--- config.mk ---
export PLATFORM = sky130hd
export DESIGN_NAME = alarm_user_ctrl
export DESIGN_NICKNAME = d
export VERILOG_FILES = /design/src/rtl/alarm_user_ctrl.sv
export SDC_FILE = /design/constraint.sdc
export NUM_CORES = 1
export LEC_CHECK = 0
export ABC_AREA = 1
export CORE_ASPECT_RATIO = 1.75
export CORE_MARGIN = 2
export CORE_UTILIZATION = 40
export CTS_CLUSTER_DIAMETER = 150
export CTS_CLUSTER_SIZE = 14
export DETAILED_ROUTE_END_ITERATION = 7
export HOLD_SLACK_MARGIN = 0.08
export SLEW_MARGIN = 0
export SYNTH_ARGS = -nofsm -noshare
export SYNTH_HDL_FRONTEND = slang
export SYNTH_SLANG_ARGS = --single-unit
--- constraint.sdc ---
create_clock -name clk_i -period 13.05 [get_ports clk_i]
set_clock_uncertainty 0.15 [all_clocks]
set_input_delay 2.61 -clock clk_i [delete_from_list [all_inputs] [get_ports clk_i]]
set_output_delay 2.61 -clock clk_i [all_outputs]
set_load 0.05 [all_outputs]
--- src/rtl/alarm_user_ctrl.sv ---
// Alarm user controller: turns mode/up/down buttons into HH:MM alarm editing and
// commits an absolute UTC posix alarm time. It also issues unset, off and snooze strobes.
// The producer ends of posix_time_ctrl_if and alarm_ctrl_if are flattened into plain
// ports, named after the interface members.
module alarm_user_ctrl #(
  parameter int          GMT             = 3,
  parameter int unsigned LONG_PRESS_MS   = 1500,
  parameter int unsigned EDIT_TIMEOUT_MS = 10000
) (
  input  logic        clk_i,
  input  logic        rst_n_i,
  input  logic        tick_ms_i,
  input  logic [31:0] cur_posix_time_i,
  input  logic [16:0] cur_sec_of_day_i,
  input  logic        alarm_active_i,
  input  logic        btn_mode_i,
  input  logic        btn_up_i,
  input  logic        btn_down_i,
  output logic [31:0] usr_posix_time,
  output logic        usr_posix_time_en,
  output logic        usr_unset_alarm,
  output logic        alarm_off_stb,
  output logic        alarm_snooze_stb,
  output logic [1:0]  edit_state_o,
  output logic [4:0]  edit_hh_o,
  output logic [5:0]  edit_mm_o
);

  localparam int unsigned CntMax = (LONG_PRESS_MS > EDIT_TIMEOUT_MS) ? LONG_PRESS_MS
                                                                     : EDIT_TIMEOUT_MS;
  localparam int unsigned CntW = $clog2(CntMax + 1);
  localparam logic [CntW-1:0] LongLast    = CntW'(LONG_PRESS_MS - 1);
  localparam logic [CntW-1:0] TimeoutLast = CntW'(EDIT_TIMEOUT_MS - 1);
  // The consumer adds GMT*3600 back, so it is removed here.
  localparam logic [31:0] GmtOff = 32'(GMT * 3600);

  typedef enum logic [2:0] {StIdle, StEditHh, StEditMm, StCalc, StCommit} state_e;

  state_e          state_q, state_d;
  logic            btn_mode_q, btn_up_q, btn_down_q;
  logic [CntW-1:0] cnt_q;
  logic            hold_q;
  logic [4:0]      hh_q, cm_hh_q;
  logic [5:0]      mm_q, cm_mm_q;
  logic [31:0]     usr_time_q;
  logic            unset_q, off_q, snooze_q;

  logic mode_rise, up_rise, down_rise, any_rise;
  logic editing, long_hit, short_rel, timeout_hit, inc, dec;
  logic [16:0] t_sod;
  logic        past;
  logic [31:0] next_time;

  assign mode_rise = btn_mode_i & ~btn_mode_q;
  assign up_rise   = btn_up_i & ~btn_up_q;
  assign down_rise = btn_down_i & ~btn_down_q;
  assign any_rise  = mode_rise | up_rise | down_rise;
  assign inc       = up_rise & ~down_rise;
  assign dec       = down_rise & ~up_rise;
  assign editing   = (state_q == StEditHh) || (state_q == StEditMm);

  // Hold count reaches the long-press threshold on this tick.
  assign long_hit = !alarm_active_i && (state_q == StIdle) && hold_q && btn_mode_i &&
                    tick_ms_i && (cnt_q == LongLast);
  assign short_rel = !alarm_active_i && (state_q == StIdle) && hold_q && !btn_mode_i;
  assign timeout_hit = !alarm_active_i && editing && !any_rise && tick_ms_i &&
                       (cnt_q == TimeoutLast);

  // Next alarm occurrence: today if still ahead, otherwise tomorrow (equal counts as past).
  assign t_sod     = 17'(hh_q) * 17'd3600 + 17'(mm_q) * 17'd60;
  assign past      = (t_sod <= cur_sec_of_day_i);
  assign next_time = cur_posix_time_i - 32'(cur_sec_of_day_i) + 32'(t_sod) +
                     (past ? 32'd86400 : 32'd0) - GmtOff;

  // State register.
  always_ff @(posedge clk_i or negedge rst_n_i) begin
    if (!rst_n_i) state_q <= StIdle;
    else          state_q <= state_d;
  end

  // Next-state logic; ringing abandons any edit in progress.
  always_comb begin
    state_d = state_q;
    if (alarm_active_i) begin
      if (state_q != StCommit) state_d = StIdle;
      else                     state_d = StIdle;
    end else begin
      unique case (state_q)
        StIdle:   if (short_rel) state_d = StEditHh;
        StEditHh: begin
          if (mode_rise)        state_d = StEditMm;
          else if (timeout_hit) state_d = StIdle;
        end
        StEditMm: begin
          if (mode_rise)        state_d = StCalc;
          else if (timeout_hit) state_d = StIdle;
        end
        StCalc:   state_d = StCommit;
        StCommit: state_d = StIdle;
        default:  state_d = StIdle;
      endcase
    end
  end

  // FSM-decoded outputs.
  always_comb begin
    usr_posix_time_en = (state_q == StCommit);
    edit_state_o      = 2'd0;
    if (state_q == StEditHh) edit_state_o = 2'd1;
    if (state_q == StEditMm) edit_state_o = 2'd2;
  end

  // Button edge history and registered single-cycle strobes.
  always_ff @(posedge clk_i or negedge rst_n_i) begin
    if (!rst_n_i) begin
      btn_mode_q <= 1'b0;
      btn_up_q   <= 1'b0;
      btn_down_q <= 1'b0;
      unset_q    <= 1'b0;
      off_q      <= 1'b0;
      snooze_q   <= 1'b0;
    end else begin
      btn_mode_q <= btn_mode_i;
      btn_up_q   <= btn_up_i;
      btn_down_q <= btn_down_i;
      unset_q    <= long_hit;
      off_q      <= alarm_active_i & mode_rise;
      snooze_q   <= alarm_active_i & (up_rise | down_rise);
    end
  end

  // Shared ms counter: long-press hold time in idle, inactivity time while editing.
  always_ff @(posedge clk_i or negedge rst_n_i) begin
    if (!rst_n_i) begin
      cnt_q  <= '0;
      hold_q <= 1'b0;
    end else if (alarm_active_i) begin
      cnt_q  <= '0;
      hold_q <= 1'b0;
    end else if (state_q == StIdle) begin
      if (mode_rise) begin
        cnt_q  <= '0;
        hold_q <= 1'b1;
      end else if (hold_q) begin
        if (!btn_mode_i || long_hit) begin
          cnt_q  <= '0;
          hold_q <= 1'b0;
        end else if (tick_ms_i) begin
          cnt_q <= cnt_q + CntW'(1);
        end
      end
    end else if (editing) begin
      if (any_rise || timeout_hit) cnt_q <= '0;
      else if (tick_ms_i)          cnt_q <= cnt_q + CntW'(1);
    end else begin
      cnt_q <= '0;
    end
  end

  // Working HH:MM: loaded from the committed value on edit entry, stepped with wrap.
  always_ff @(posedge clk_i or negedge rst_n_i) begin
    if (!rst_n_i) begin
      hh_q <= '0;
      mm_q <= '0;
    end else if (short_rel) begin
      hh_q <= cm_hh_q;
      mm_q <= cm_mm_q;
    end else if (!alarm_active_i && !mode_rise) begin
      if (state_q == StEditHh) begin
        if (inc)      hh_q <= (hh_q == 5'd23) ? 5'd0 : hh_q + 5'd1;
        else if (dec) hh_q <= (hh_q == 5'd0) ? 5'd23 : hh_q - 5'd1;
      end else if (state_q == StEditMm) begin
        if (inc)      mm_q <= (mm_q == 6'd59) ? 6'd0 : mm_q + 6'd1;
        else if (dec) mm_q <= (mm_q == 6'd0) ? 6'd59 : mm_q - 6'd1;
      end
    end
  end

  // Commit the computed posix time and remember the committed HH:MM.
  always_ff @(posedge clk_i or negedge rst_n_i) begin
    if (!rst_n_i) begin
      usr_time_q <= '0;
      cm_hh_q    <= '0;
      cm_mm_q    <= '0;
    end else if ((state_q == StCalc) && !alarm_active_i) begin
      usr_time_q <= next_time;
      cm_hh_q    <= hh_q;
      cm_mm_q    <= mm_q;
    end
  end

  assign usr_posix_time   = usr_time_q;
  assign usr_unset_alarm  = unset_q;
  assign alarm_off_stb    = off_q;
  assign alarm_snooze_stb = snooze_q;
  assign edit_hh_o        = hh_q;
  assign edit_mm_o        = mm_q;

endmodule

==> summary.txt, run 1 <==
Initial Util: 40.5%
Final wirelength: 26300 um
Drt pass-1 iters: 6
# diodes: 0
Vias in the first global route: 8632
Slew HR: 27.2%
Worst hold slack: 332 ps
Gr ovfl total: 0
Syn_nets: 1541
Reg clk slew, reported paths: 60 ps
Worst EP required: 13090 ps
Layout net count: 1645
Synth cell types: 33
GP Congestion: 0.920
Yosys warning total: 0
Crit path max-delay cell type: fa_1
Max-cap violations: 0
Final HPWL DP: 22000 um
Vias: 8416
Post-DRT Antenna Nets: 0
CORE AREA: 22600 um2
Setup tns final: 0 ps
Via density: 4.91
Final Hold Fails: 0
Final Setup Violations: 0
Root buf cell: clkbuf_16
Slew Viols, Final: 0
Global-route wire length before repair: 42700 um
# resized after CTS: 0
H-tree levels: 3
WL/cell: 15.3 um
Die Y: 204 um
Peak Freq: 0.127 GHz
CP Capture Type: flip-flop
CP max FO: 11
FF+latch count, synth: 78
Share of cells above drive strength 1: 2.12%
DP Area: 10500 um2
Worst Tran Pin Value: 1090 ps
Critical Path AT: 7890 ps
RSZ-0062 raised after global routing: false
Min Tclk post-route: 7850 ps
Clk_lat worst skew: 340 ps
Sequential area share after synthesis: 21.4%
Setup CP Type: flip-flop to flip-flop
Clk sinks: 78
Max incr delay on CP: 570 ps
Syn Inst Count: 1307
Mapped Area: 9130 um2
Die area: 24100 um2
CTS tree: done
Startpoint types: flip-flop
Max clock buf depth: 2
Hold buffer count at cts: 0
DIE WIDTH: 118 um
Area grow syn2layout: 17.9%
Crit-path leading delay family: adder cells
Initial antenna violation count: 0
Postcts setup bufs: 0
IO Port Bufs: 104
Cell taking the most area after synthesis: dfrtp_1
Io pins: 105
Yosys top cell area share: 21.4%
CP Buf/Inv Count: 8
Largest net degree at the start of global routing: 66
Average size of a mapped cell: 6.98 um2
Largest cells by area after synthesis: dfrtp_1 21%, ha_1 20%, nand2_1 16%
Most numerous cell on the critical path: nand2_1
Final period util: 60.2%
Overall Global Routing Usage: 22.5%
Status: complete, no violations
Hold Path Class: flip-flop to flip-flop
Design area: 10800 um2
Num rows: 73
CTS Buf Count: 9
Remaining DRCs: 0
Initial DRC count: 508
[metal layers]
layer / routed length, um / vias to the layer above / global-route usage, % / part of all wire (%)
li1: - / 4301 / - / -
met1: 9220 / 3872 / 21.8 / 35
met2: 14900 / 177 / 45.7 / 57
met3: 645 / 66 / 2.01 / 2.5
met4: 1530 / 0 / 12.1 / 5.8
met5: 0 / - / 0 / 0
[placed cells by master (no fill, tap or decap), types with 5 or more instances in the layout]
cell type,instances
nand2_1,379
inv_1,269
ha_1,144
clkdlybuf4s50_1,103
nor2_1,79
dfrtp_1,78
nand3_1,72
o21ai_0,49
a21oi_1,48
fa_1,34
xnor2_1,24
xor2_1,24
nand4_1,17
o211ai_1,16
nor3_1,12
nand3b_1,11
o21ai_1,11
clkbuf_16,9
a31oi_1,5
nand2_2,5
[tightest hold or removal path, cell delays in order (launching register included)]
cell     delay [ps]
dfrtp_1         350
nand2_1          50
nand2_1          50
[metrics by stage]
stage | utilization (%) | cells | setup slack (ps)
2_1_floorplan | - | 1307 | 5980
6_report | 47.7 | 1715 | 5200
4_1_cts | 47.7 | 1715 | 5210
5_1_grt | 47.7 | 1715 | 4520
3_3_place_gp | 46.5 | 1700 | 5470
3_5_place_dp | 46.5 | 1700 | 5240
[synth_stat cells, drive strengths merged]
| master | n |
|---|---|
| nand2 | 384 |
| inv | 272 |
| ha | 144 |
| nor2 | 81 |
| dfrtp | 78 |
| nand3 | 73 |
| o21ai | 60 |
| a21oi | 48 |
| fa | 34 |
| xnor2 | 24 |
| xor2 | 24 |
| nand4 | 17 |
| o211ai | 16 |
| nor3 | 14 |
| buf | 11 |
| nand3b | 11 |
| a31oi | 5 |
| o22ai | 3 |
| o21a | 2 |
| a21o | 1 |
| a22oi | 1 |
| and3 | 1 |
| clkbuf | 1 |
| nor4 | 1 |
| o21bai | 1 |
[sequential cells by signal, indices dropped and copies added, names as in the netlist]
register and flops:
usr_posix_time 32, cnt_q 14, cm_mm_q 6, edit_mm_o 6, cm_hh_q 5, edit_hh_o 5, state_q 3, alarm_off_stb 1
alarm_snooze_stb 1, btn_down_q 1, btn_mode_q 1, btn_up_q 1, hold_q 1, usr_unset_alarm 1
[area by class of cell]
cell class                 count  area (um2)
sequential                    78        1950
inverter                     272        1020
clock buffer                  10         239
tap                          300         375
multi-input combinational    945        6090
clock inverter                 5        35.0
timing repair buffer         105        1050
fill                        2370       11800
[worst paths after layout]
kind,from,end,slack [ps],depth (start not counted)
worst min register to register,usr_posix_time[3],usr_posix_time[3],330,2
min in group asynchronous,rst_n_i,alarm_off_stb,2080,1
worst min-delay path,usr_posix_time[3],usr_posix_time[3],330,2
worst max-delay path,edit_mm_o[3],usr_posix_time[13],5200,38
max in group asynchronous,rst_n_i,usr_posix_time[27],9710,2
worst max register to register,edit_mm_o[3],usr_posix_time[13],5200,38
[logic make-up (layout without fill, tap and decap cells)]
family                   after synthesis  in the layout  synth area share [%]
AND/OR/NAND/NOR                      582            582                  26.7
buffers and inverters                284            392                  11.9
adder cells (fa/ha/maj)              178            178                  27.2
AO/OA/AOI/OAI                        137            137                  8.20
flip-flops                            78             78                  21.4
XOR/XNOR                              48             48                  4.61
Power of run 1 is not shown: default switching activity piles up to over one toggle a cycle in this logic, so the estimate is an artifact.
==> run 2: changes to the inputs <==
==> constraint.sdc (replaced) <==
create_clock -name clk_i -period 7.8 [get_ports clk_i]
set_clock_uncertainty 0.15 [all_clocks]
set_input_delay 1.56 -clock clk_i [delete_from_list [all_inputs] [get_ports clk_i]]
set_output_delay 1.56 -clock clk_i [all_outputs]
set_load 0.05 [all_outputs]
==> summary.txt, run 2 (synthesized netlist as in run 1, its figures left out) <==
Hold buffer count at cts: 0 (unchanged)
WL/cell: 15.4 um (was 15.3 um)
Final Setup Violations: 0 (unchanged)
Final HPWL DP: 22400 um (was 22000 um)
GP Congestion: 0.915 (was 0.920)
Overall Global Routing Usage: 22.7% (was 22.5%)
Area grow syn2layout: 19.6% (was 17.9%)
Hold Path Class: flip-flop to flip-flop (unchanged)
Max clock buf depth: 2 (unchanged)
Worst hold slack: 329 ps (was 332 ps)
Slew Viols, Final: 0 (unchanged)
Die Y: 204 um (unchanged)
DIE WIDTH: 118 um (unchanged)
Dpl ws: 151 ps (was 5240 ps)
CORE AREA: 22600 um2 (unchanged)
Critical Path AT: 7270 ps (was 7890 ps)
H-tree levels: 3 (unchanged)
Setup tns final: 0 ps (unchanged)
Vias in the first global route: 8686 (was 8632)
CTS Buf Count: 9 (unchanged)
Via density: 4.87 (was 4.91)
# diodes: 0 (unchanged)
Layout fillers: 2333 (was 2370)
Crit-path leading delay family: adder cells (unchanged)
Initial Util: 40.5% (unchanged)
Worst EP required: 7830 ps (was 13090 ps)
Max FFs per register: 32 (unchanged)
CP max FO: 8 (was 11)
Largest net degree at the start of global routing: 66 (unchanged)
RSZ-0062 raised after global routing: false (unchanged)
Crit path max-delay cell type: fa_1 (unchanged)
Max-cap violations: 0 (unchanged)
Final wirelength: 26600 um (was 26300 um)
Final Hold Fails: 0 (unchanged)
Worst setup margin: 555 ps (was 5200 ps)
Initial DRC count: 436 (was 508)
CP Buf/Inv Count: 5 (was 8)
CTS tree: done (unchanged)
Startpoint types: flip-flop (unchanged)
Slew HR: 27.6% (was 27.2%)
Global-route wire length before repair: 42900 um (was 42700 um)
Setup CP Type: flip-flop to flip-flop (unchanged)
Post-DRT Antenna Nets: 0 (unchanged)
Status: complete, no violations (unchanged)
Most numerous cell on the critical path: nand2_1 (unchanged)
Gr ovfl total: 0 (unchanged)
Clk_lat worst skew: 340 ps (about the same)
Highest-count cells in the layout ignoring fill and taps: 377 x nand2_1, 268 x inv_1, 144 x ha_1 (was 379 x nand2_1, 269 x inv_1, 144 x ha_1)
Share of cells above drive strength 1: 3.85% (was 2.12%)
Root buf cell: clkbuf_16 (unchanged)
Clk sinks: 78 (unchanged)
Vias: 8414 (was 8416)
Die area: 24100 um2 (unchanged)
Layout net count: 1656 (was 1645)
Remaining DRCs: 0 (unchanged)
Max incr delay on CP: 520 ps (was 570 ps)
CP Capture Type: flip-flop (unchanged)
Reg clk slew, reported paths: 70 ps (was 60 ps)
Min Tclk post-route: 7250 ps (was 7850 ps)
Peak Freq: 0.138 GHz (was 0.127 GHz)
Final period util: 92.9% (was 60.2%)
Io pins: 105 (unchanged)
Drt pass-1 iters: 5 (was 6)
Num rows: 73 (unchanged)
IO Port Bufs: 104 (unchanged)
Initial antenna violation count: 0 (unchanged)
Finished Core Util: 48.4% (was 47.7%)
Most common cell after layout, fill and taps aside: nand2_1 (unchanged)
Worst Tran Pin Value: 1080 ps (was 1090 ps)
-- run 2: worst register-to-register path, delay by kind of cell (launching register included) --
family / cells / cell delay [ps]
fa+ha+maj: 7 / 2830
simple gates: 15 / 1720
compound gates: 6 / 810
xor+xnor: 3 / 610
buf+inv: 5 / 520
flops: 1 / 470
-- run 2: cell type report --
cell class	count	area [um2]	area share (%)
Sequential cell	78	1950	17.9
Inverter	272	1020	9.35
Multi-Input combinational cell	945	6130	56.2
Clock inverter	7	80.1	0.734
Timing Repair Buffer	116	1130	10.3
Clock buffer	9	225	2.06
Tap cell	300	375	3.44
-- run 2: worst paths after layout --
path                              startpoint            endpoint  slack [ps]  depth (start not counted)
min in group asynchronous            rst_n_i       alarm_off_stb        1030                          1
setup reg to reg                edit_mm_o[2]  usr_posix_time[13]         550                         36
max in group asynchronous            rst_n_i   usr_posix_time[4]        5510                          2
setup / recovery                edit_mm_o[2]  usr_posix_time[13]         550                         36
hold reg to reg            usr_posix_time[3]   usr_posix_time[3]         330                          2
hold / removal             usr_posix_time[3]   usr_posix_time[3]         330                          2
-- run 2: per-layer routing --
metal | track usage, % | routed length [um] | vias up
met3 | 1.70 | 461 | 65
met1 | 21.3 | 9270 | 3857
met4 | 12.6 | 1590 | 0
li1 | - | - | 4328
met5 | 0 | 0 | -
met2 | 46.8 | 15200 | 164
-- run 2: timing repair --
| action | 4_1_cts | 5_1_grt |
|---|---|---|
| gates resized for setup | 0 | 15 |
| hold endpoints to repair | 0 | 0 |
| setup endpoints to repair | 0 | 24 |
| buffers inserted | 0 | 1 |
-- run 2: per-stage QoR --
step                instances  cell area [um2]
global route             1727            10900
finish                   1727            10900
detailed placement       1710            10600
floorplan                1307             9130
CTS                      1726            10900
global placement         1710            10600
Power of run 2 is left out for the same reason.
==> run 3: changes to the inputs <==
--- a/config.mk
+++ b/config.mk
@@ -12,7 +12,9 @@
 export CTS_CLUSTER_DIAMETER = 150
 export CTS_CLUSTER_SIZE = 14
 export DETAILED_ROUTE_END_ITERATION = 7
+export GPL_TIMING_DRIVEN = 0
 export HOLD_SLACK_MARGIN = 0.08
+export SKIP_CTS_REPAIR_TIMING = 1
 export SLEW_MARGIN = 0
 export SYNTH_ARGS = -nofsm -noshare
 export SYNTH_HDL_FRONTEND = slang
==> summary.txt, run 3 (synthesized netlist as in run 1, its figures left out) <==
Max clock buf depth: 2 (unchanged)
Via density: 4.89 (was 4.87)
Final period util: 92.9% (about the same)
Global-route wire length before repair: 42900 um (about the same)
Clk sinks: 78 (unchanged)
Gr ovfl total: 0 (unchanged)
Clk_lat worst skew: 350 ps (was 340 ps)
Share of cells above drive strength 1: 6.17% (was 3.85%)
Placed insts: 1712 (was 1710)
Hold Path Class: flip-flop to flip-flop (unchanged)
Crit path max-delay cell type: fa_1 (unchanged)
Dpl ws: -28.9 ps (was 151 ps)
Hold Path Depth: 2 (unchanged)
Worst reg2reg path depth: 35 (was 36)
Worst setup margin: 555 ps (about the same)
Highest-count cells in the layout ignoring fill and taps: 374 x nand2_1, 264 x inv_1, 139 x ha_1 (was 377 x nand2_1, 268 x inv_1, 144 x ha_1)
# diodes: 0 (unchanged)
Die Y: 204 um (unchanged)
Reg-to-reg startpoint: edit_mm_o[2] (unchanged)
GP Congestion: 0.926 (was 0.915)
Initial antenna violation count: 0 (unchanged)
Max FFs per register: 32 (unchanged)
Largest net degree at the start of global routing: 42 (was 66)
Grt met2 use: 47.4% (was 46.8%)
Hold endpoint: usr_posix_time[1] (was usr_posix_time[3])
Vias in the first global route: 8641 (was 8686)
H-tree levels: 3 (unchanged)
Worst Tran Pin Value: 553 ps (was 1080 ps)
Final Hold Fails: 0 (unchanged)
Peak Freq: 0.138 GHz (about the same)
Root buf cell: clkbuf_16 (unchanged)
Vias: 8526 (was 8414)
Critical Path AT: 7320 ps (was 7270 ps)
DIE WIDTH: 118 um (unchanged)
Slew Viols, Final: 0 (unchanged)
Worst EP required: 7870 ps (was 7830 ps)
Overall Global Routing Usage: 22.7% (about the same)
Final Setup Violations: 0 (unchanged)
Most numerous cell on the critical path: nand2_1 (unchanged)
Final HPWL DP: 22500 um (was 22400 um)
Drt pass-1 iters: 4 (was 5)
Max-cap violations: 0 (unchanged)
Register-to-Register Setup Slack: 550 ps (about the same)
Register Area: 1960 um2 (was 1950 um2)
WL/cell: 15.2 um (was 15.4 um)
R2R Path End: usr_posix_time[14] (was usr_posix_time[13])
Most common cell after layout, fill and taps aside: nand2_1 (unchanged)
Hold path start: usr_posix_time[1] (was usr_posix_time[3])
Global routing's busiest layer: met2 (unchanged)
Final wirelength: 26600 um (about the same)
CP Capture Type: flip-flop (unchanged)
Num rows: 73 (unchanged)
Slew HR: 63.0% (was 27.6%)
CTS tree: done (unchanged)
Max incr delay on CP: 580 ps (was 520 ps)
Startpoint types: flip-flop (unchanged)
Layout fillers: 2345 (was 2333)
Setup CP Type: flip-flop to flip-flop (unchanged)
CTS Buf Count: 9 (unchanged)
Met1 GRT Util: 21.4% (was 21.3%)
Post-DRT Antenna Nets: 0 (unchanged)
CORE AREA: 22600 um2 (unchanged)
Die area: 24100 um2 (unchanged)
Met3 Resource Use GR: 2.54% (was 1.70%)
CP max FO: 6 (was 8)
Io pins: 105 (unchanged)
Multi-input gate area: 6210 um2 (was 6130 um2)
Area grow syn2layout: 22.0% (was 19.6%)
Min Tclk post-route: 7250 ps (about the same)
Layout net count: 1673 (was 1656)
Reg clk slew, reported paths: 60 ps (was 70 ps)
Remaining DRCs: 0 (unchanged)
Initial DRC count: 346 (was 436)
Non-Filler Instances: 1743 (was 1727)
Status: complete, no violations (unchanged)
IO Port Bufs: 104 (unchanged)
Initial Util: 40.5% (unchanged)
-- run 3: worst max path at each step --
stage	cells after the start	end	startpoint
CTS	39	usr_posix_time[23]	edit_mm_o[3]
detailed placement	39	usr_posix_time[30]	edit_mm_o[3]
global route	41	usr_posix_time[29]	edit_mm_o[3]
floorplan	39	usr_posix_time[31]	edit_mm_o[3]
finish	35	usr_posix_time[14]	edit_mm_o[2]
global placement	39	usr_posix_time[30]	edit_mm_o[3]
-- run 3: per-layer routing --
metal,routed length (um),vias to the layer above
met1,9350,3913
met5,0,-
li1,-,4365
met2,15100,170
met3,704,78
met4,1390,0
-- run 3: layout make-up --
cell class | instances | area share (%)
multi-input cells | 945 | 55.8
flip-flops and latches | 78 | 17.6
repair buffers | 121 | 10.6
inverters | 272 | 9.29
well taps | 300 | 3.37
clock buffers | 9 | 2.02
clock inverters | 6 | 0.775
plain buffers | 12 | 0.584
-- run 3: critical path, delay by kind of cell, from the launching register on --
family | cells | cell delay [ps]
fa+ha+maj | 7 | 3040
simple gates | 16 | 1820
flops | 1 | 460
buf+inv | 4 | 470
xor+xnor | 3 | 470
compound gates | 5 | 710
-- run 3: through the flow --
| step | utilization, % | cell area, um2 | TNS [ps] | hold WS [ps] |
|---|---|---|---|---|
| CTS | 48.2 | 10900 | -251 | 324 |
| global placement | 46.7 | 10500 | 0 | 309 |
| detailed placement | 46.8 | 10600 | -90.1 | 309 |
| global route | 49.4 | 11100 | -54.4 | 357 |
| finish | 49.4 | 11100 | 0 | 320 |
| floorplan | - | 9130 | 0 | 298 |
Power of run 3 is left out for the same reason.
